[src/rtl/uart_tx_word_buffer_if.sv]
// Word push channel from the UART pipeline interface into the TX word buffer.
// The producer drives a word with a 1-cycle start strobe and watches the
// buffer's room flag before each send.
interface uart_tx_word_buffer_if #(
    parameter int DATA_WIDTH = 32
);
    logic [DATA_WIDTH-1:0] word;             // word to transmit
    logic                  tx_start;         // 1-cycle push strobe
    logic                  tx_buffer_empty;  // buffer has room for more words

    modport master (
        output word,
        output tx_start,
        input  tx_buffer_empty
    );

    modport slave (
        input  word,
        input  tx_start,
        output tx_buffer_empty
    );
endinterface

[src/rtl/uart_tx_word_buffer.sv]
// TX word buffer: queues words from the pipeline interface in a small FIFO
// and serialises each one MSB-byte-first into the byte-wide UART TX core
// using a start-strobe / done-tick handshake.
module uart_tx_word_buffer #(
    parameter int DATA_WIDTH     = 32,  // multiple of BYTE_WIDTH
    parameter int BYTE_WIDTH     = 8,
    parameter int FIFO_ADDR_BITS = 2    // depth = 2**FIFO_ADDR_BITS, at least 4
) (
    input  logic                  i_clk,
    input  logic                  i_reset,
    uart_tx_word_buffer_if.slave  push_if,
    input  logic                  i_byte_done,
    output logic [BYTE_WIDTH-1:0] o_byte,
    output logic                  o_byte_start,
    output logic                  o_busy,
    output logic                  o_overflow
);

    localparam int DEPTH = 1 << FIFO_ADDR_BITS;
    localparam int NB    = DATA_WIDTH / BYTE_WIDTH;
    localparam int IDX_W = (NB > 1) ? $clog2(NB) : 1;

    localparam logic [FIFO_ADDR_BITS:0] DEPTH_C   = (FIFO_ADDR_BITS + 1)'(DEPTH);
    // Room threshold leaves two free slots: the producer samples the flag a
    // cycle ahead of its registered strobe and may land one extra push.
    localparam logic [FIFO_ADDR_BITS:0] ROOM_C    = (FIFO_ADDR_BITS + 1)'(DEPTH - 2);
    localparam logic [IDX_W-1:0]        LAST_IDX  = IDX_W'(NB - 1);

    typedef enum logic [1:0] {
        S_IDLE,
        S_START,
        S_WAIT
    } state_t;

    state_t state, state_nxt;

    logic [DATA_WIDTH-1:0]     mem [DEPTH];
    logic [FIFO_ADDR_BITS-1:0] wr_ptr, rd_ptr;
    logic [FIFO_ADDR_BITS:0]   count;

    logic [DATA_WIDTH-1:0]     shreg;
    logic [IDX_W-1:0]          byte_idx;

    logic fifo_full, fifo_nempty;
    logic push, pop, drop;
    logic load_word, emit_byte, advance;

    // ---------------- FIFO bookkeeping ----------------
    assign fifo_full   = (count == DEPTH_C);
    assign fifo_nempty = (count != '0);

    // The head word is popped straight into the shift register from IDLE.
    assign pop  = load_word;
    // A pop in the same cycle frees a slot, so a push against a full FIFO is
    // still accepted when the serialiser is taking the head.
    assign push = push_if.tx_start && (!fifo_full || pop);
    assign drop = push_if.tx_start && fifo_full && !pop;

    assign push_if.tx_buffer_empty = (count <= ROOM_C);
    assign o_busy                  = fifo_nempty || (state != S_IDLE);

    // Word storage; contents are don't-care until written, so no reset.
    always_ff @(posedge i_clk) begin
        if (push) begin
            mem[wr_ptr] <= push_if.word;
        end
    end

    // Pointers, occupancy and the sticky overflow flag.
    always_ff @(posedge i_clk) begin
        if (i_reset) begin
            wr_ptr     <= '0;
            rd_ptr     <= '0;
            count      <= '0;
            o_overflow <= 1'b0;
        end else begin
            if (push) begin
                wr_ptr <= wr_ptr + 1'b1;
            end
            if (pop) begin
                rd_ptr <= rd_ptr + 1'b1;
            end
            case ({push, pop})
                2'b10:   count <= count + 1'b1;
                2'b01:   count <= count - 1'b1;
                default: count <= count;
            endcase
            if (drop) begin
                o_overflow <= 1'b1;
            end
        end
    end

    // ---------------- Serialiser FSM ----------------
    // State register.
    always_ff @(posedge i_clk) begin
        if (i_reset) begin
            state <= S_IDLE;
        end else begin
            state <= state_nxt;
        end
    end

    // Next-state and datapath control; done ticks only matter in WAIT.
    always_comb begin
        state_nxt = state;
        load_word = 1'b0;
        emit_byte = 1'b0;
        advance   = 1'b0;
        case (state)
            S_IDLE: begin
                if (fifo_nempty) begin
                    load_word = 1'b1;
                    state_nxt = S_START;
                end
            end
            S_START: begin
                emit_byte = 1'b1;
                state_nxt = S_WAIT;
            end
            S_WAIT: begin
                if (i_byte_done) begin
                    if (byte_idx == LAST_IDX) begin
                        state_nxt = S_IDLE;
                    end else begin
                        advance   = 1'b1;
                        state_nxt = S_START;
                    end
                end
            end
            default: state_nxt = S_IDLE;
        endcase
    end

    // Shift register, byte index and the registered byte/strobe to the core.
    // o_byte is only updated in START so it holds steady while the core
    // shifts the byte out.
    always_ff @(posedge i_clk) begin
        if (i_reset) begin
            shreg        <= '0;
            byte_idx     <= '0;
            o_byte       <= '0;
            o_byte_start <= 1'b0;
        end else begin
            o_byte_start <= emit_byte;
            if (load_word) begin
                shreg    <= mem[rd_ptr];
                byte_idx <= '0;
            end else if (advance) begin
                shreg    <= shreg << BYTE_WIDTH;
                byte_idx <= byte_idx + 1'b1;
            end
            if (emit_byte) begin
                o_byte <= shreg[DATA_WIDTH-1 -: BYTE_WIDTH];
            end
        end
    end

endmodule

[src/flat_wrapper.sv]
// flat-port wrapper written by rule: the top's interface ports become plain ports
module uart_tx_word_buffer_flat 
#(
    parameter int DATA_WIDTH     = 32,                           
    parameter int BYTE_WIDTH     = 8,
    parameter int FIFO_ADDR_BITS = 2                                            
)
  (i_clk, i_reset, i_byte_done, o_byte, o_byte_start, o_busy, o_overflow, push_if_word, push_if_tx_start, push_if_tx_buffer_empty);
  uart_tx_word_buffer_if #(.DATA_WIDTH(DATA_WIDTH)) push_if_i ();
  input  logic i_clk;
  input  logic i_reset;
  input  logic i_byte_done;
  output logic [BYTE_WIDTH-1:0] o_byte;
  output logic o_byte_start;
  output logic o_busy;
  output logic o_overflow;
  input wire logic [$bits(push_if_i.word)-1:0] push_if_word;
  input wire logic [$bits(push_if_i.tx_start)-1:0] push_if_tx_start;
  output wire logic [$bits(push_if_i.tx_buffer_empty)-1:0] push_if_tx_buffer_empty;
  assign push_if_i.word = push_if_word;
  assign push_if_i.tx_start = push_if_tx_start;
  assign push_if_tx_buffer_empty = push_if_i.tx_buffer_empty;
  uart_tx_word_buffer #(.DATA_WIDTH(DATA_WIDTH), .BYTE_WIDTH(BYTE_WIDTH), .FIFO_ADDR_BITS(FIFO_ADDR_BITS)) u_core (.i_clk(i_clk), .i_reset(i_reset), .push_if(push_if_i), .i_byte_done(i_byte_done), .o_byte(o_byte), .o_byte_start(o_byte_start), .o_busy(o_busy), .o_overflow(o_overflow));
endmodule
[config.mk]
export PLATFORM = sky130hd
export DESIGN_NAME = uart_tx_word_buffer_flat
export DESIGN_NICKNAME = d
export VERILOG_FILES = /design/src/rtl/uart_tx_word_buffer_if.sv /design/src/rtl/uart_tx_word_buffer.sv /design/src/flat_wrapper.sv
export SDC_FILE = /design/constraint.sdc
export NUM_CORES = 1
export LEC_CHECK = 0
export BUFFER_PORTS_ARGS = -buffer_cell sky130_fd_sc_hd__buf_2
export CAP_MARGIN = 0
export CORE_ASPECT_RATIO = 1.1
export CORE_MARGIN = 3
export CORE_UTILIZATION = 34
export CTS_CLUSTER_SIZE = 40
export DETAILED_ROUTE_END_ITERATION = 10
export SKIP_CTS_REPAIR_TIMING = 1
export SLEW_MARGIN = 5
export SYNTH_ARGS = -nofsm -noshare
export SYNTH_HDL_FRONTEND = slang
export SYNTH_SLANG_ARGS = --single-unit
export TNS_END_PERCENT = 20
[constraint.sdc]
create_clock -name i_clk -period 2.5 [get_ports i_clk]
set_input_delay 0.25 -clock i_clk [delete_from_list [all_inputs] [get_ports i_clk]]
set_output_delay 0.25 -clock i_clk [all_outputs]
set_load 0.02 [all_outputs]
[Word-level counts from Yosys, hierarchy flattened]
Memory sizes are Yosys's and may differ from the RTL's. A register that Yosys moved wholly into a read port is not among the register bits.
Index checks and enable logic that the tools add are counted.
Operators by class
  add/subtract/negate cells: 5
  $mul: 0
  div/mod/pow operators: 0
  $lt $le $gt $ge: 1
  eq/ne operators: 8
  shifts and indexed selects: 0
  mux-type cells: 17
  bitwise logic cells: 0
  reductions and logical operators: 14
Operators by type and width (count)
  $mux W32: 2
  $mux W1: 9
  $mux W2: 4
  $add A2 B1 Y2 const B: 3
  $eq A2 B2 Y1 const B: 3
  $pmux W2 S3: 1
  $pmux W3 S2: 1
  $reduce_bool A2 Y1: 3
  $eq A2 B1 Y1 const B: 2
  $add A3 B1 Y3 const B: 1
  $eq A3 B3 Y1 const B: 1
  $le A3 B2 Y1 const B: 1
  $logic_and A1 B1 Y1: 3
  $reduce_bool A3 Y1: 1
  $sub A3 B1 Y3 const B: 1
  $logic_not A1 Y1: 2
  $logic_not A2 Y1: 1
  $logic_or A1 B1 Y1: 2
  $ne A2 B1 Y1 const B: 1
  $ne A2 B2 Y1 const B: 1
  $reduce_and A2 Y1: 1
  $reduce_or A2 Y1: 1
Word-level totals
  register bits: 53
  bits in latches: 0
  memory bits (writable): 128
  memory bits (read-only): 0
  input port bits: 36
  output and inout port bits: 12
  logic and storage cells: 55
  memories: 1
Memories
  u_core.mem: depth 4, width 32, rd ports 1, clocked after memory_dff 1, wr ports 1, RTL line uart_tx_word_buffer.sv:37  | logic [DATA_WIDTH-1:0] mem [DEPTH];

[Depth between registers and ports, before layout]
  depth after elaboration: 7
  mapped depth: 7
  mapped depth without buffers: 7

[Worst setup path before layout]
OpenSTA, ideal clock, no wires.
  path type: register to register
  start point: reg u_core.state[1]
  end point: mem u_core.mem[0][0], enable pin
  setup time: 0.392 ns
  arrival time: 1.694 ns
  required time: 2.108 ns
  path slack: 0.413 ns
  stages on the path, launching flop included: 5
  buffers on the path: 1
  clock period less this slack: 2.087 ns
  path through: dfxtp_1 buf_4 o21ai_0 o21a_1 and2_1
Between the ends
  longest elaborated chain between the ends: 6
Ends and longest elaborated chain
  start, declared: RTL line uart_tx_word_buffer.sv:35  | state_t state, state_nxt;
  start signal, assigned: RTL line uart_tx_word_buffer.sv:100  | state <= state_nxt;
  $logic_not A2 Y1: RTL line uart_tx_word_buffer.sv:110  | case (state)
  $mux W1: RTL line uart_tx_word_buffer.sv:110
  $logic_or A1 B1 Y1: RTL line uart_tx_word_buffer.sv:56  | assign push = push_if.tx_start && (!fifo_full || pop);
  $logic_and A1 B1 Y1: RTL line uart_tx_word_buffer.sv:56
  $mux W1: RTL line uart_tx_word_buffer.sv:64  | if (push) begin
  $mux W1 (not written as such): RTL line uart_tx_word_buffer.sv:65  | mem[wr_ptr] <= push_if.word;
  end, declared: RTL line uart_tx_word_buffer.sv:37
Every way passes these cells.

[Worst setup path after layout]
  start point: reg u_core.byte_idx[0]
  end point: reg u_core.shreg[26]
Between the ends
  longest elaborated chain between the ends: 5
Ends and longest elaborated chain
  start, declared: RTL line uart_tx_word_buffer.sv:42  | logic [IDX_W-1:0] byte_idx;
  start signal, assigned: RTL line uart_tx_word_buffer.sv:151  | byte_idx <= byte_idx + 1'b1;
  $eq A2 B2 Y1: RTL line uart_tx_word_buffer.sv:123  | if (byte_idx == LAST_IDX) begin
  $mux W1: RTL line uart_tx_word_buffer.sv:123
  $mux W1: RTL line uart_tx_word_buffer.sv:122  | if (i_byte_done) begin
  $mux W1: RTL line uart_tx_word_buffer.sv:110
  $reduce_bool A2 Y1 (no line)
  end signal, assigned: RTL line uart_tx_word_buffer.sv:147  | shreg <= mem[rd_ptr];
  end signal, assigned: RTL line uart_tx_word_buffer.sv:150  | shreg <= shreg << BYTE_WIDTH;
  end, declared: RTL line uart_tx_word_buffer.sv:41  | logic [DATA_WIDTH-1:0] shreg;
Every way passes these cells.
A chain may end at the register's enable or synchronous reset.

==> flow_summary.yaml <==
sta:
  worst_slack_ns: 0.5563
  fmax_mhz: 514.5
  fin_crit_sh: 0.7775
  fin_skew_ns: 0.01055
  worst_slew_pin_slew_ns: 0.8894
  finalSetupTns_ns: 0
  setup_violations: 0
  finalHoldViolCount: 0
  fin_crit_ns: 1.944
  rsz0062_at_grt: "no"
  drv_slew: 0
  slew-limit-headroom: 0.4071
finish:
  mostFrequentLayoutCell: "edfxtp_1"
  drive_gt1_frac: 0.2642
  multi_input_area_um2: 1962
  mostFrequentLayoutCells: "edfxtp_1, nand2_1, dfxtp_1"
  area_delta_synth_final_pct: 14.78
  finalNonFillerCells: 767
  final_area_um2: 8202
  antenna_cells: 0
  fin_nets: 541
  regArea_um2: 4946
  fillers: 1910
route:
  wire_per_inst_um: 17.40
  drc: 0
  totalWireLength_mm: 13.34
  drt_iter0_drc: 207
  vias_per_cell: 4.859
  dr.pass1.iters: 5
  vias: 3727
  ant_nets: 0
cts:
  cts_root_buffer: "clkbuf_16"
  cts_num_sinks: 183
  clock_latency_ns: 0.42
  cts_tree: "built"
  h-tree-depth: 4
  clock_path_buffers: 2
  cts_buffers: 17
  path_clk_slew_ns: 0.06
synth:
  yosysTopAreaCell: "edfxtp_1"
  synth-seq-cells: 183
  yosys_warnings: 0
  ys.flop_type: "edfxtp_1"
  synth_area_um2: 7146
  syn_nets: 493
  synthCells: 451
  synth_top_area_share: 0.5379
  synth_area_leaders: "edfxtp_1, dfxtp_1, mux4_2"
  yosysSeqAreaShare: 0.6920
  synth_edf_count: 128
  synth.avg_cell_area_um2: 15.84
  synth.distinct_cells: 45
  synthArstFlopShare: 0
critical_path:
  r2r-start: "u_core.byte_idx[0]"
  critPathTopFamily: "simple AND/OR/NAND/NOR gates"
  reg2reg_slack_ns: 0.56
  path_buf_inv: 0
  cp-end-kind: "flop"
  critPathSlowestCell: "or3b_1"
  endpoint: "u_core.shreg[26]"
  critPathMaxStageDelay_ns: 0.75
  cp_cell_sequence: "ha_1, nand2b_1, or3b_1, nand2_1, a311oi_2"
  r2r_end: "u_core.shreg[26]"
  crit_path_start_kind: "flop"
  setup.worst_path.start: "u_core.byte_idx[0]"
  path_max_fanout: 25
  critPathArrivalTime_ns: 2.23
  rr_worst_depth: 5
  worstPathRequired_ns: 2.79
  cp.depth: 5
  path_class: "reg2reg"
place:
  post_dp_cell_area_um2: 7631
  dpl_worst_slack_ns: 0.5659
  place_hpwl_mm: 8.287
  dp_cells: 736
  routabilityCongestion: 0.7227
  io_buffers: 47
global_routing:
  grt-ovfl-total: 0
  grt_pass1_vias: 3810
  grt_max_degree: 43
  grt_use_total: 0.1229
  grt_antenna_before_repair: 0
  grt_pass1_wl_mm: 21.11
pwr:
  total_power_w: 0.008702
  vdd_ir_drop_max_uv: 480.1
  p_leak_nw: 2.711
  power_density_nw_per_um2: 1061
die:
  rows: 55
  die-area_um2: 22790
  io_pins: 48
  core-area_um2: 20640
  fp.dieH_um: 158.0
  start_util: 0.3461
  die_w_um: 144.2
min_path:
  hp-class: "in2reg"
  hp-start: "push_if_word[15]"
run_status:
  status: "finished clean"
flow_run:
  cap_violations: 0
==> per-stage QoR <==
stage | hold slack [ns] | util
final | 0.04071 | 0.3973
after global routing | 0.02543 | 0.3973
after CTS | 0.02606 | 0.3973
after detailed placement | 0.4447 | 0.3696
after global placement | 0.4440 | 0.3696
after floorplan | 0.3489 | -
==> worst min-delay path by stage <==
stage	endpoint	slack [ns]	cells after the start
detailed placement	u_core.o_byte[5]	0.44	2
CTS	u_core.mem[1][26]	0.03	1
floorplan	u_core.mem[0][0]	0.35	0
global route	u_core.mem[3][13]	0.03	1
finish	u_core.mem[2][15]	0.04	1
global placement	u_core.shreg[22]	0.44	2
==> metal layers <==
| metal | GRT usage | up-vias | part of all wire |
|---|---|---|---|
| met5 | 0 | - | 0 |
| met4 | 0.04398 | 0 | 0.011 |
| met3 | 0.02900 | 8 | 0.037 |
| met2 | 0.2122 | 64 | 0.53 |
| met1 | 0.1510 | 1861 | 0.43 |
| li1 | - | 1794 | - |
==> flip-flops by register name (all words and copies together), names as in the netlist, named ones only <==
| name | flops |
|---|---|
| u_core.byte_idx | 2 |
| u_core.wr_ptr | 2 |
| u_core.mem | 128 |
| u_core.o_overflow | 1 |
| u_core.count | 3 |
| u_core.o_byte | 8 |
| u_core.rd_ptr | 2 |
| u_core.shreg | 32 |
| u_core.o_byte_start | 1 |
| u_core.state | 2 |
==> Yosys cell counts (2+ instances only) <==
cell      instances
nor3_1            3
or3b_1            2
and2_1            4
a311oi_1          6
nand3_1           9
nand2b_1          3
buf_4             5
mux2_2            2
a31oi_1           2
clkbuf_1          6
dfxtp_1          55
nand2_1          66
buf_6             9
mux4_2           32
buf_2             7
buf_1             2
nor2_1           30
edfxtp_1        128
xnor2_1           3
mux2i_1           2
nand3b_1          2
a22oi_1           7
xor2_1            2
inv_1             4
a311oi_2         11
ha_1              5
a21oi_1          26
==> power by group <==
group	total [W]	switching [W]	internal [W]	leakage (nW)
sequential	0.00396	0.000263	0.00369	1.63
clock	0.00258	0.00103	0.00156	0.270
combinational	0.00216	0.00124	0.000917	0.815
total	0.00870	0.00254	0.00617	2.71
==> cells by family (layout without fill, tap and decap cells) <==
group | count (synthesis) | in the layout | synth area share
xor gates and xnor gates | 5 | 5 | 0.006130
muxes | 36 | 36 | 0.1068
adders and majority gates | 6 | 6 | 0.01156
DFF | 183 | 183 | 0.6920
AOI/OAI and AO/OA | 58 | 58 | 0.06391
and+or+nand+nor | 129 | 129 | 0.08615
buffers and inverters | 34 | 94 | 0.03344
==> worst register-to-register path: cells and delay by family (launching register included) <==
family          cells  cell delay (ns)
fa+ha+maj           1             0.22
simple gates        3             1.16
flops               1             0.33
compound gates      1             0.11
==> area by class of cell <==
type / count / area share
clock inverters: 10 / 0.01587
flip-flops and latches: 183 / 0.6031
inverters: 4 / 0.001831
clock buffers: 21 / 0.05370
multi-input cells: 234 / 0.2392
well taps: 256 / 0.03905
repair buffers: 59 / 0.04729
(Power assumes the default switching activity.)
